[config.mk]
export PLATFORM = sky130hd
export DESIGN_NAME = isa_issue_ctrl
export DESIGN_NICKNAME = d
export VERILOG_FILES = /design/src/rtl/isa_issue_ctrl_pkg.sv /design/src/rtl/isa_scoreboard.sv /design/src/rtl/isa_issue_ctrl.sv
export SDC_FILE = /design/constraint.sdc
export NUM_CORES = 1
export LEC_CHECK = 0
export CORE_AREA = 2 2 82 84
export CTS_CLUSTER_SIZE = 24
export DETAILED_ROUTE_END_ITERATION = 16
export DIE_AREA = 0 0 84 86
export HOLD_SLACK_MARGIN = 0.1
export PLACE_DENSITY = 0.83
export SLEW_MARGIN = 40
export SYNTH_ARGS = -nofsm -noshare
export SYNTH_HDL_FRONTEND = slang
export SYNTH_SLANG_ARGS = --single-unit
export TNS_END_PERCENT = 50
[constraint.sdc]
create_clock -name clk -period 4.09 [get_ports clk]
set_clock_uncertainty 0.2 [all_clocks]
set_input_delay 0.818 -clock clk [delete_from_list [all_inputs] [get_ports clk]]
set_output_delay 0.818 -clock clk [all_outputs]
set_load 0.01 [all_outputs]
[src/rtl/isa_issue_ctrl_pkg.sv]
// Shared definitions for the in-order issue controller:
//   opcode values, instruction field positions, FSM state encoding,
//   scoreboard entry layout and an opcode-class decoder.
package isa_issue_ctrl_pkg;

  localparam logic [6:0] OP_NOP  = 7'd0;
  localparam logic [6:0] OP_LOAD = 7'd1;
  localparam logic [6:0] OP_ADD  = 7'd2;

  // Instruction field bit positions: [15:9] opcode, [8:6] dest, [5:3] src2, [2:0] src1
  localparam int unsigned OPC_MSB  = 15;
  localparam int unsigned OPC_LSB  = 9;
  localparam int unsigned DST_MSB  = 8;
  localparam int unsigned DST_LSB  = 6;
  localparam int unsigned SRC2_MSB = 5;
  localparam int unsigned SRC2_LSB = 3;
  localparam int unsigned SRC1_MSB = 2;
  localparam int unsigned SRC1_LSB = 0;

  typedef enum logic [1:0] {
    ST_RUN   = 2'd0,
    ST_STALL = 2'd1,
    ST_DRAIN = 2'd2
  } state_t;

  typedef enum logic [1:0] {
    CLS_NOP,
    CLS_LOAD,
    CLS_ADD
  } op_class_t;

  typedef struct packed {
    logic       v;
    logic [2:0] adr;
  } sb_entry_t;

  // Anything that is not LOAD or ADD behaves as a NOP: reads and writes nothing.
  function automatic op_class_t decode_class(input logic [6:0] opc);
    op_class_t cls;
    case (opc)
      OP_NOP:  cls = CLS_NOP;
      OP_LOAD: cls = CLS_LOAD;
      OP_ADD:  cls = CLS_ADD;
      default: cls = CLS_NOP;
    endcase
    return cls;
  endfunction

endpackage

[src/rtl/isa_scoreboard.sv]
// In-flight destination register scoreboard.
//   PIPE_DEPTH entries {v, adr}, shifted every cycle; the oldest falls off.
// Ports:
//   clk, rst        clock, synchronous active-low reset
//   push, push_adr  enter a valid entry for push_adr at sb[0] (else sb[0] <= invalid)
//   rd0_en/rd0_adr  read port 0 (compared against every valid entry)
//   rd1_en/rd1_adr  read port 1
//   hit             an enabled read port matches a valid entry
//   empty           no valid entry present
module isa_scoreboard
  import isa_issue_ctrl_pkg::*;
#(
  parameter int unsigned PIPE_DEPTH = 2
) (
  input  logic       clk,
  input  logic       rst,
  input  logic       push,
  input  logic [2:0] push_adr,
  input  logic       rd0_en,
  input  logic [2:0] rd0_adr,
  input  logic       rd1_en,
  input  logic [2:0] rd1_adr,
  output logic       hit,
  output logic       empty
);

  sb_entry_t sb [PIPE_DEPTH];

  always_ff @(posedge clk) begin
    if (!rst) begin
      for (int unsigned k = 0; k < PIPE_DEPTH; k++) begin
        sb[k] <= '0;
      end
    end else begin
      sb[0] <= push ? '{v: 1'b1, adr: push_adr} : '0;
      for (int unsigned k = 1; k < PIPE_DEPTH; k++) begin
        sb[k] <= sb[k-1];
      end
    end
  end

  always_comb begin
    hit   = 1'b0;
    empty = 1'b1;
    for (int unsigned k = 0; k < PIPE_DEPTH; k++) begin
      if (sb[k].v) begin
        empty = 1'b0;
        if ((rd0_en && (sb[k].adr == rd0_adr)) || (rd1_en && (sb[k].adr == rd1_adr))) begin
          hit = 1'b1;
        end
      end
    end
  end

endmodule

[src/rtl/isa_issue_ctrl.sv]
// In-order issue controller in front of the 3-stage ISA pipeline.
//   Accepts 16-bit instructions over valid/ready, holds back RAW-dependent
//   instructions (issuing NOP bubbles meanwhile), supports a drain sequence
//   and keeps issue/stall statistics.
// Ports:
//   clk, rst          clock, synchronous active-low reset
//   in_valid, in_ins  instruction source; in_ready accepts (combinational)
//   flush             request drain: stop accepting until scoreboard empty
//   pipe_ins          registered instruction to fetch register (0 = bubble)
//   pipe_valid        pipe_ins carries a real accepted instruction
//   flush_done        high for the single DRAIN cycle in which the scoreboard is empty
//   busy              scoreboard holds at least one valid entry
//   state             0=RUN, 1=STALL, 2=DRAIN
//   issue_cnt         transfers, wrapping
//   stall_cnt         hazard cycles outside DRAIN, saturating
module isa_issue_ctrl
  import isa_issue_ctrl_pkg::*;
#(
  parameter int unsigned PIPE_DEPTH = 2,
  parameter int unsigned CNT_W      = 16
) (
  input  logic             clk,
  input  logic             rst,
  input  logic             in_valid,
  input  logic [15:0]      in_ins,
  output logic             in_ready,
  input  logic             flush,
  output logic [15:0]      pipe_ins,
  output logic             pipe_valid,
  output logic             flush_done,
  output logic             busy,
  output logic [1:0]       state,
  output logic [CNT_W-1:0] issue_cnt,
  output logic [CNT_W-1:0] stall_cnt
);

  state_t    state_q, state_d;
  op_class_t cls;
  logic      rd_src1, rd_src2, writes;
  logic      sb_hit, sb_empty;
  logic      hazard, xfer;

  // Opcode decode
  assign cls     = decode_class(in_ins[OPC_MSB:OPC_LSB]);
  assign rd_src1 = (cls == CLS_ADD);
  assign rd_src2 = (cls == CLS_ADD) || (cls == CLS_LOAD);
  assign writes  = (cls != CLS_NOP);

  // The incoming word's own dest is only pushed on transfer, so a
  // self-dependency is compared against older entries only.
  isa_scoreboard #(
    .PIPE_DEPTH(PIPE_DEPTH)
  ) u_sb (
    .clk      (clk),
    .rst      (rst),
    .push     (xfer && writes),
    .push_adr (in_ins[DST_MSB:DST_LSB]),
    .rd0_en   (in_valid && rd_src1),
    .rd0_adr  (in_ins[SRC1_MSB:SRC1_LSB]),
    .rd1_en   (in_valid && rd_src2),
    .rd1_adr  (in_ins[SRC2_MSB:SRC2_LSB]),
    .hit      (sb_hit),
    .empty    (sb_empty)
  );

  assign hazard = sb_hit;
  assign xfer   = in_valid && in_ready;

  // State register
  always_ff @(posedge clk) begin
    if (!rst) begin
      state_q <= ST_RUN;
    end else begin
      state_q <= state_d;
    end
  end

  // Next-state logic
  always_comb begin
    state_d = state_q;
    case (state_q)
      ST_RUN: begin
        if (flush)       state_d = ST_DRAIN;
        else if (hazard) state_d = ST_STALL;
      end
      ST_STALL: begin
        if (flush)        state_d = ST_DRAIN;
        else if (!hazard) state_d = ST_RUN;
      end
      ST_DRAIN: begin
        if (sb_empty) state_d = ST_RUN;
      end
      default: state_d = ST_RUN;
    endcase
  end

  // FSM outputs
  always_comb begin
    in_ready   = (state_q != ST_DRAIN) && !flush && !hazard;
    flush_done = (state_q == ST_DRAIN) && sb_empty;
  end

  assign state = state_q;
  assign busy  = !sb_empty;

  // Issue register and statistics
  always_ff @(posedge clk) begin
    if (!rst) begin
      pipe_ins   <= '0;
      pipe_valid <= 1'b0;
      issue_cnt  <= '0;
      stall_cnt  <= '0;
    end else begin
      pipe_ins   <= xfer ? in_ins : '0;
      pipe_valid <= xfer;
      if (xfer) begin
        issue_cnt <= issue_cnt + 1'b1;
      end
      if (hazard && (state_q != ST_DRAIN) && (stall_cnt != '1)) begin
        stall_cnt <= stall_cnt + 1'b1;
      end
    end
  end

endmodule

# After elaboration in Yosys (flattened, before gate mapping)
# Memory sizes are Yosys's and may differ from the RTL's.
# Index checks and enable logic that the tools add are counted.
# Widths: inputs -> output; s select.
# word_totals
memories,1
rom_bits,0
reg_bits,51
ram_bits,8
in_bits,20
elab_cells,66
latchBits,0
# op_classes
bitwise_logic,2
order_cmp,0
reduce_logical,23
n_eq_ne,15
n_addsub,2
mul,0
muxes,18
shifts,0
n_div,0
# mem_list
memory,words,word_bits,read_ports,rd_clocked_by_memory_dff,write_ports,line,source
u_sb.sb,2,4,2,0,2,isa_scoreboard.sv:27,sb_entry_t sb [PIPE_DEPTH];
# op_table
op,count
$add 16x1->16 const B,2
$ne 16x16->1 const B,1
$logic_and 1x1->1,13
$eq 3x3->1,4
$mux 4,3
$mux 2,5
$mux 1,8
$eq 7x1->1 const B,1
$eq 7x2->1 const B,1
$ne 3x3->1 const B,2
$pmux 2 s3,1
$eq 2x1->1 const B,2
$eq 2x2->1 const B,2
$ne 2x2->1 const B,2
$pmux 2 s2,1
$logic_not 1->1,3
$logic_or 1x1->1,3
$reduce_and 3->1,1
$logic_not 2->1,1
$or 1x1->1,2
$reduce_and 2->1,1
$reduce_bool 2->1,1

# Logic depth before layout (Yosys ltp)
# Gate-level depths: netlist of the first run.
# depth
ltp_word,17
mapped_depth,13

# By module
# A second synthesis of the first run with hierarchy kept.
# unflattened
hier_cells,281
hier_area_um2,2544.9
# modules_own_cells
module,instances,cells_each,area_each_um2,seq_area_each_um2
isa_issue_ctrl,1,245,2184.6,1021.0
isa_scoreboard,1,36,360.3,160.2

# Worst setup path before layout of the first run
# OpenSTA, ideal clock, no wires.
# synth_path
path_kind,input-to-output
startpoint,in in_ins[11]
endpoint,out in_ready
path_slack_ps,-29
arrival_time_ps,3101
required_time_ps,3072
path_stages,10
cell_sequence,or4_1 > nor2_1 > nand3b_1 > ha_1 > nand2_1 > or4_1 > a21boi_0 > or2_2 > buf_2 > nor3b_1
# synth_via
elab_chain_len,13
elab_cells_between_ends,20
cone_classes,4 x eq/ne; 5 x mux; 11 x reduce/logical
# synth_rtl
element,line,source
from (decl),isa_issue_ctrl.sv:25,"input logic [15:0] in_ins,"
$eq 7x2->1 or $eq 7x1->1 (tied branches),isa_issue_ctrl_pkg.sv:40,case (opc)
$pmux 2 s2 *,isa_issue_ctrl_pkg.sv:40,
$eq 2x2->1 or $eq 2x1->1 (tied branches),"isa_issue_ctrl.sv:45, isa_issue_ctrl.sv:46",
$logic_or 1x1->1,isa_issue_ctrl.sv:46,assign rd_src2 = (cls == CLS_ADD) || (cls == CLS_LOAD);
$logic_and 1x1->1,isa_issue_ctrl.sv:60,".rd1_en (in_valid && rd_src2),"
$logic_and 1x1->1,isa_scoreboard.sv:48,if ((rd0_en && (sb[k].adr == rd0_adr)) || (rd1_en && (sb[k].adr == rd1_adr))) begin
$logic_or 1x1->1,isa_scoreboard.sv:48,
$mux 1,isa_scoreboard.sv:48,
$mux 1,isa_scoreboard.sv:46,if (sb[k].v) begin
$mux 1,isa_scoreboard.sv:48,
$mux 1 *,isa_scoreboard.sv:46,
$logic_not 1->1 *,isa_issue_ctrl.sv:99,in_ready = (state_q != ST_DRAIN) && !flush && !hazard;
$logic_and 1x1->1 *,isa_issue_ctrl.sv:99,
to (decl),isa_issue_ctrl.sv:26,"output logic in_ready,"
# Mark *: on every way between the ends. The rest lies on a longest branch, timed or not.

# Worst setup path after layout of the first run
# layout_path
startpoint,in in_ins[15]
endpoint,out in_ready
# Same word-level chain as after synthesis.

==> results.json, run 1 <==
{
  "outcome": "completed",
  "start_util": 0.417,
  "io_buffers": 73,
  "seq_area_frac_synth": 0.451,
  "first_pass_iters": 4,
  "die_area_um2": 7220,
  "period_share": 0.998,
  "reg2reg_from": "stall_cnt[0]",
  "drt_iter0_markers": 116,
  "area_growth_pct": 44.0,
  "antennaDiodeCount": 0,
  "min_period_ps": 4080,
  "hold_class": "flop to flop",
  "worst_path_largest_cell_delay_ps": 570,
  "cp_cell_sequence": "buf_6 -> or4_4 -> nor2_4 -> nand3b_1 -> inv_1 -> ha_1 -> nand2_1 -> or4_4 -> a21boi_2 -> or2_4 -> nor3b_4 -> buf_2",
  "clk_latency_ps": 340,
  "reg2reg_depth": 8,
  "hold_viol": 0,
  "place_hpwl_um": 4700,
  "worst-path-max-fanout": 2,
  "cp_data_required_time_ps": 3070,
  "max-slew-margin-rel": 0.533,
  "critPathArrivalTime_ps": 3060,
  "vias_per_cell": 5.23,
  "fmax_mhz": 245,
  "regArea_um2": 1180,
  "grt_max_degree": 30,
  "first_global_vias": 2377,
  "ios": 74,
  "grt_pass1_wl_um": 11100,
  "ys_ff_latch": 59,
  "ant_nets": 0,
  "finalWirelength_um": 6670,
  "clock_path_buffers": 2,
  "drv_slew": 0,
  "syn-num-nets": 313,
  "die_y_um": 86,
  "fp.dieW_um": 84,
  "leakage_nw": 1.38,
  "fill_cells": 552,
  "htreeDepth": 3,
  "vias": 2425,
  "cts_tree": "yes",
  "cts.sink_count": 59,
  "rows": 29,
  "setup_ws_ps": 7.12,
  "rsz0062_at_grt": "true",
  "crit_type": "input port to output port",
  "power_density_nw_per_um2": 315,
  "drc_errors": 0,
  "startpoint_type": "input port",
  "tightest_slew_ps": 700,
  "netlist_instances": 289,
  "hold_buffers": 0,
  "cp_slowest_cell": "or4_4",
  "ir_drop_mv": 0.215,
  "antenna_found_initial": 0,
  "yosysUniqueCellTypes": 43,
  "endpoint": "in_ready",
  "syn_avg_cell_area_um2": 9.06,
  "wl_per_cell_um": 14.4,
  "r2r_slack_ps": 1440,
  "multi_input_area_um2": 1410,
  "reg2reg_to": "stall_cnt[1]",
  "nNetsFinal": 406,
  "grt_use_total": 0.193,
  "critPathCaptureType": "output port",
  "whs_ps": 271,
  "crit_start": "in_ins[15]",
  "setup_viol": 0,
  "final_layout_size_suffix_gt1_frac": 0.152,
  "grt_remaining_overflow": 0,
  "yosysWarnings": 0,
  "cpMostUsedCell": "or4_4",
  "synthesis.area_um2": 2620,
  "cts_root_buf": "clkbuf_8",
  "cts_made_buffers": 9,
  "total_power_mw": 1.19,
  "dp_slack_ps": -891,
  "clk_pin_slew_ps": 60,
  "core_area_um2": 6280,
  "maxCapViolCount": 0,
  "fin_util": 0.601,
  "place_congestion": 0.877
}
worst min-delay path by stage:
stage                  start       endpoint  slack (ps)  cells past startpoint
2_1_floorplan  u_sb.sb[0][3]  u_sb.sb[0][7]         260                      1
3_3_place_gp   issue_cnt[15]  issue_cnt[15]         260                      2
3_5_place_dp   issue_cnt[15]  issue_cnt[15]         260                      2
4_1_cts        issue_cnt[15]  issue_cnt[15]         270                      2
5_1_grt         issue_cnt[5]   issue_cnt[5]         310                      2
6_report       issue_cnt[15]  issue_cnt[15]         270                      2
layout by cell type, fill, tap and decap left out, types with 2 or more instances in the layout:
cell type	netlist	routed
o21a_1	3	3
nor2_1	17	16
dfxtp_1	59	59
o211ai_1	3	3
clkbuf_8	0	10
nor3_1	3	3
a211oi_2	2	2
a31o_2	2	2
nand3_1	9	9
or4_4	1	5
a21oi_1	14	14
nand4_1	8	8
inv_1	9	9
clkinv_2	0	3
buf_2	3	2
o31ai_1	3	3
o21ai_0	10	10
nor3b_1	5	4
nand3b_1	5	5
and2_1	23	23
ha_1	4	4
mux2i_1	10	10
or4_1	7	3
buf_6	1	2
nor4_1	3	3
nand2b_1	10	10
or3_1	10	10
buf_4	0	18
xor2_1	13	13
clkdlybuf4s50_1	0	68
xnor2_1	3	3
nand2_1	26	25
and3_1	3	3
power breakdown:
group | switching [mW] | internal, mW | leakage, nW
clock network | 0.231 | 0.295 | 0.0991
logic | 0.0354 | 0.0399 | 0.805
registers | 0.00370 | 0.581 | 0.477
total | 0.270 | 0.915 | 1.38
final cells by class:
type / instances / area share
flip-flops and latches: 59 / 0.313
well taps: 77 / 0.0256
multi-input cells: 211 / 0.373
repair buffers: 91 / 0.226
inverters: 10 / 0.00996
clock buffers: 11 / 0.0375
clock inverters: 5 / 0.0139
what timing repair did:
| item | in CTS | in global routing |
|---|---|---|
| endpoints found under the setup margin | 1 | 1 |
| pin swaps | 10 | 2 |
| setup buffers | 3 | 2 |
| resized for setup | 30 | 5 |
Yosys cell counts (all sizes together):
master / number / area share
dfxtp: 59 / 0.45
nand3: 10 / 0.021
and2: 24 / 0.058
nand3b: 5 / 0.014
or4: 8 / 0.024
o31ai: 3 / 0.0086
buf: 4 / 0.010
nand4: 8 / 0.019
o311ai: 1 / 0.0033
a31o: 2 / 0.0067
a211oi: 2 / 0.0096
nor3b: 5 / 0.014
nand2b: 11 / 0.029
a21boi: 2 / 0.0057
and3: 3 / 0.0072
or3: 10 / 0.024
o41ai: 1 / 0.0033
o21ai: 10 / 0.019
mux2i: 10 / 0.038
or4b: 1 / 0.0038
or2: 2 / 0.0048
a31oi: 1 / 0.0024
ha: 4 / 0.019
and3b: 1 / 0.0033
o211ai: 3 / 0.0086
nor2: 18 / 0.027
xnor2: 3 / 0.010
nor3: 3 / 0.0057
nand2: 26 / 0.037
clkbuf: 5 / 0.0072
nor4: 3 / 0.0072
inv: 10 / 0.014
a21oi: 14 / 0.027
and4: 1 / 0.0033
xor2: 13 / 0.043
o21a: 3 / 0.0086
sequential cells by signal (all words and copies together), names as in the netlist:
| register | count |
|---|---|
| state | 2 |
| pipe_valid | 1 |
| issue_cnt | 16 |
| pipe_ins | 16 |
| stall_cnt | 16 |
| u_sb.sb | 8 |
layer usage:
layer	track usage	wire length [um]
met1	0.239	3000
met4	0.0806	133
met2	0.315	3150
met3	0.0587	393
met5	0	0
kinds of logic after synthesis:
family | Yosys count | share of synthesized area
muxes | 10 | 0.0382
DFF | 59 | 0.451
buffers and inverters | 19 | 0.0315
adders and majority gates | 4 | 0.0191
xor gates and xnor gates | 16 | 0.0535
and+or+nand+nor | 139 | 0.304
AOI/OAI and AO/OA | 42 | 0.103
stage by stage:
step           cells  cell area [um2]  setup TNS (ps)
6_report         464             3770               0
5_1_grt          464             3770            -100
4_1_cts          462             3740               0
3_5_place_dp     443             3500           -7740
3_3_place_gp     443             3500           -2570
2_1_floorplan    289             2620               0
critical path, delay by kind of cell:
family,cells,cell delay (ps)
buffers and inverters,3,300
AO/OA/AOI/OAI,1,190
adder cells (fa/ha/maj),1,130
AND/OR/NAND/NOR,7,1620
Note: power is estimated with default switching activity, not from simulation.
==> run 2: changes to the inputs <==
--- a/config.mk
+++ b/config.mk
@@ -11,6 +11,7 @@
 export DIE_AREA = 0 0 84 86
 export HOLD_SLACK_MARGIN = 0.1
 export PLACE_DENSITY = 0.83
+export SKIP_LAST_GASP = 1
 export SLEW_MARGIN = 40
 export SYNTH_ARGS = -nofsm -noshare
 export SYNTH_HDL_FRONTEND = slang
==> run 2 against run 1 <==
The run now ends with setup timing left. Total power hardly changed. Hold slack stayed put. Maximum frequency is 0.39% lower. Sequential power hardly changed. Wire length is 0.10% higher. Sequential share of layout area is 0.083 points higher. Critical path depth stayed put. Clock power hardly changed. Die area stayed put. Critical endpoint unchanged. Largest power group unchanged.
==> results.json, run 2 (synthesized netlist as in run 1, its figures left out) <==
{
  "reg2reg_depth": 8,
  "setup_viol": 1,
  "startpoint_type": "input port",
  "r2r_slack_ps": 1440,
  "worst_path_largest_cell_delay_ps": 570,
  "hold_start": "issue_cnt[15]",
  "htreeDepth": 3,
  "clk_latency_ps": 340,
  "cp_slowest_cell": "or4_4",
  "fill_cells": 551,
  "ios": 74,
  "grt_use_total": 0.193,
  "dpl_cell_area_um2": 3500,
  "whs_ps": 271,
  "cp_data_required_time_ps": 3070,
  "power_density_nw_per_um2": 315,
  "layout_commonest_cell": "clkdlybuf4s50_1",
  "rows": 29,
  "cp_cell_sequence": "buf_2 -> or4_4 -> nor2_4 -> nand3b_1 -> inv_1 -> ha_1 -> nand2_1 -> or4_4 -> a21boi_2 -> or2_4 -> nor3b_4 -> buf_2",
  "core_area_um2": 6280,
  "failed_checks": "setup timing",
  "worst-path-max-fanout": 2,
  "max-slew-margin-rel": 0.534,
  "dp_slack_ps": -891,
  "first_pass_iters": 4,
  "reg2reg_to": "stall_cnt[1]",
  "fp.dieW_um": 84,
  "min_path_cells": 2,
  "cts_made_buffers": 9,
  "outcome": "finished, violations left",
  "grt_max_degree": 30,
  "min_period_ps": 4100,
  "setup_ws_ps": -8.73,
  "wl_per_cell_um": 14.4,
  "antenna_found_initial": 0,
  "totalNegativeSetupSlack_ps": -8.73,
  "hold_class": "flop to flop",
  "fin_util": 0.599,
  "vias": 2433,
  "final_layout_size_suffix_gt1_frac": 0.147,
  "cts_root_buf": "clkbuf_8",
  "nNetsFinal": 406,
  "reg2reg_from": "stall_cnt[0]",
  "leakage_nw": 1.38,
  "io_buffers": 73,
  "hold_end": "issue_cnt[15]",
  "multi_input_area_um2": 1410,
  "final_cell_area_um2": 3760,
  "grt_pass1_wl_um": 11100,
  "area_growth_pct": 43.6,
  "grt_remaining_overflow": 0,
  "drv_slew": 0,
  "maxCapViolCount": 0,
  "period_share": 1.00,
  "antennaDiodeCount": 0,
  "critPathCaptureType": "output port",
  "fmax_mhz": 244,
  "first_global_vias": 2377,
  "critPathArrivalTime_ps": 3080,
  "place_hpwl_um": 4700,
  "place_congestion": 0.877,
  "hold_viol": 0,
  "cts.sink_count": 59,
  "regArea_um2": 1180,
  "tightest_slew_ps": 698,
  "crit_type": "input port to output port",
  "clk_pin_slew_ps": 60,
  "vias_per_cell": 5.24,
  "start_util": 0.417,
  "ir_drop_mv": 0.215,
  "finalWirelength_um": 6680,
  "cts_tree": "yes",
  "die_area_um2": 7220,
  "drc_errors": 0,
  "ant_nets": 0,
  "clock_path_buffers": 2,
  "die_y_um": 86,
  "layout_common_cells": "clkdlybuf4s50_1 (68), dfxtp_1 (59), nand2_1 (26), and2_1 (23), buf_4 (18)",
  "reg_top3": "issue_cnt (16), pipe_ins (16), stall_cnt (16)",
  "drt_iter0_markers": 113,
  "rsz0062_at_grt": "true"
}
-- run 2: changes by cell type in the layout (fill, tap and decap cells not counted), sizes merged --
cell           before  now
clkdlybuf4s15       0    1
clkbuf             12   11
-- run 2: repair_timing --
item	CTS	global route
endpoints found under the setup margin	1	1
hold buffers	0	0
buffers inserted	3	2
endpoints found under the hold margin	0	0
pin swaps	10	2
gates resized for setup	30	1
-- run 2: power by group --
group | switching [mW] | internal [mW]
clock | 0.231 | 0.295
sequential | 0.00371 | 0.581
combinational | 0.0353 | 0.0390
total | 0.270 | 0.914
-- run 2: worst max-delay path by stage --
stage | startpoint | end | cells past startpoint
floorplan | in_ins[11] | in_ready | 10
global placement | in_ins[11] | in_ready | 11
detailed placement | in_ins[11] | in_ready | 11
CTS | in_ins[15] | in_ready | 11
global route | in_ins[15] | in_ready | 11
finish | in_ins[15] | in_ready | 12
-- run 2: metrics by stage --
stage,std cells,power [mW]
2_1_floorplan,289,0.625
3_3_place_gp,443,0.669
3_5_place_dp,443,0.671
4_1_cts,462,1.19
5_1_grt,464,1.23
6_report,464,1.18
-- run 2: worst max-delay path, delay by kind of cell --
family / cells / cell delay [ps]
fa+ha+maj: 1 / 130
compound gates: 1 / 190
simple gates: 7 / 1620
buf+inv: 3 / 310
-- run 2: cell type report --
class                      instances  area share
inverter                          10     0.00998
sequential                        59       0.314
tap                               77      0.0256
multi-input combinational        211       0.374
clock inverter                     5      0.0140
clock buffer                      11      0.0376
timing repair buffer              91       0.225
-- run 2: metal layers --
| layer | vias up | share of wire | global-route usage |
|---|---|---|---|
| met3 | 12 | 0.060 | 0.0587 |
| li1 | 1205 | - | - |
| met4 | 0 | 0.020 | 0.0806 |
| met1 | 1128 | 0.45 | 0.239 |
| met5 | - | 0 | 0 |
| met2 | 88 | 0.47 | 0.315 |
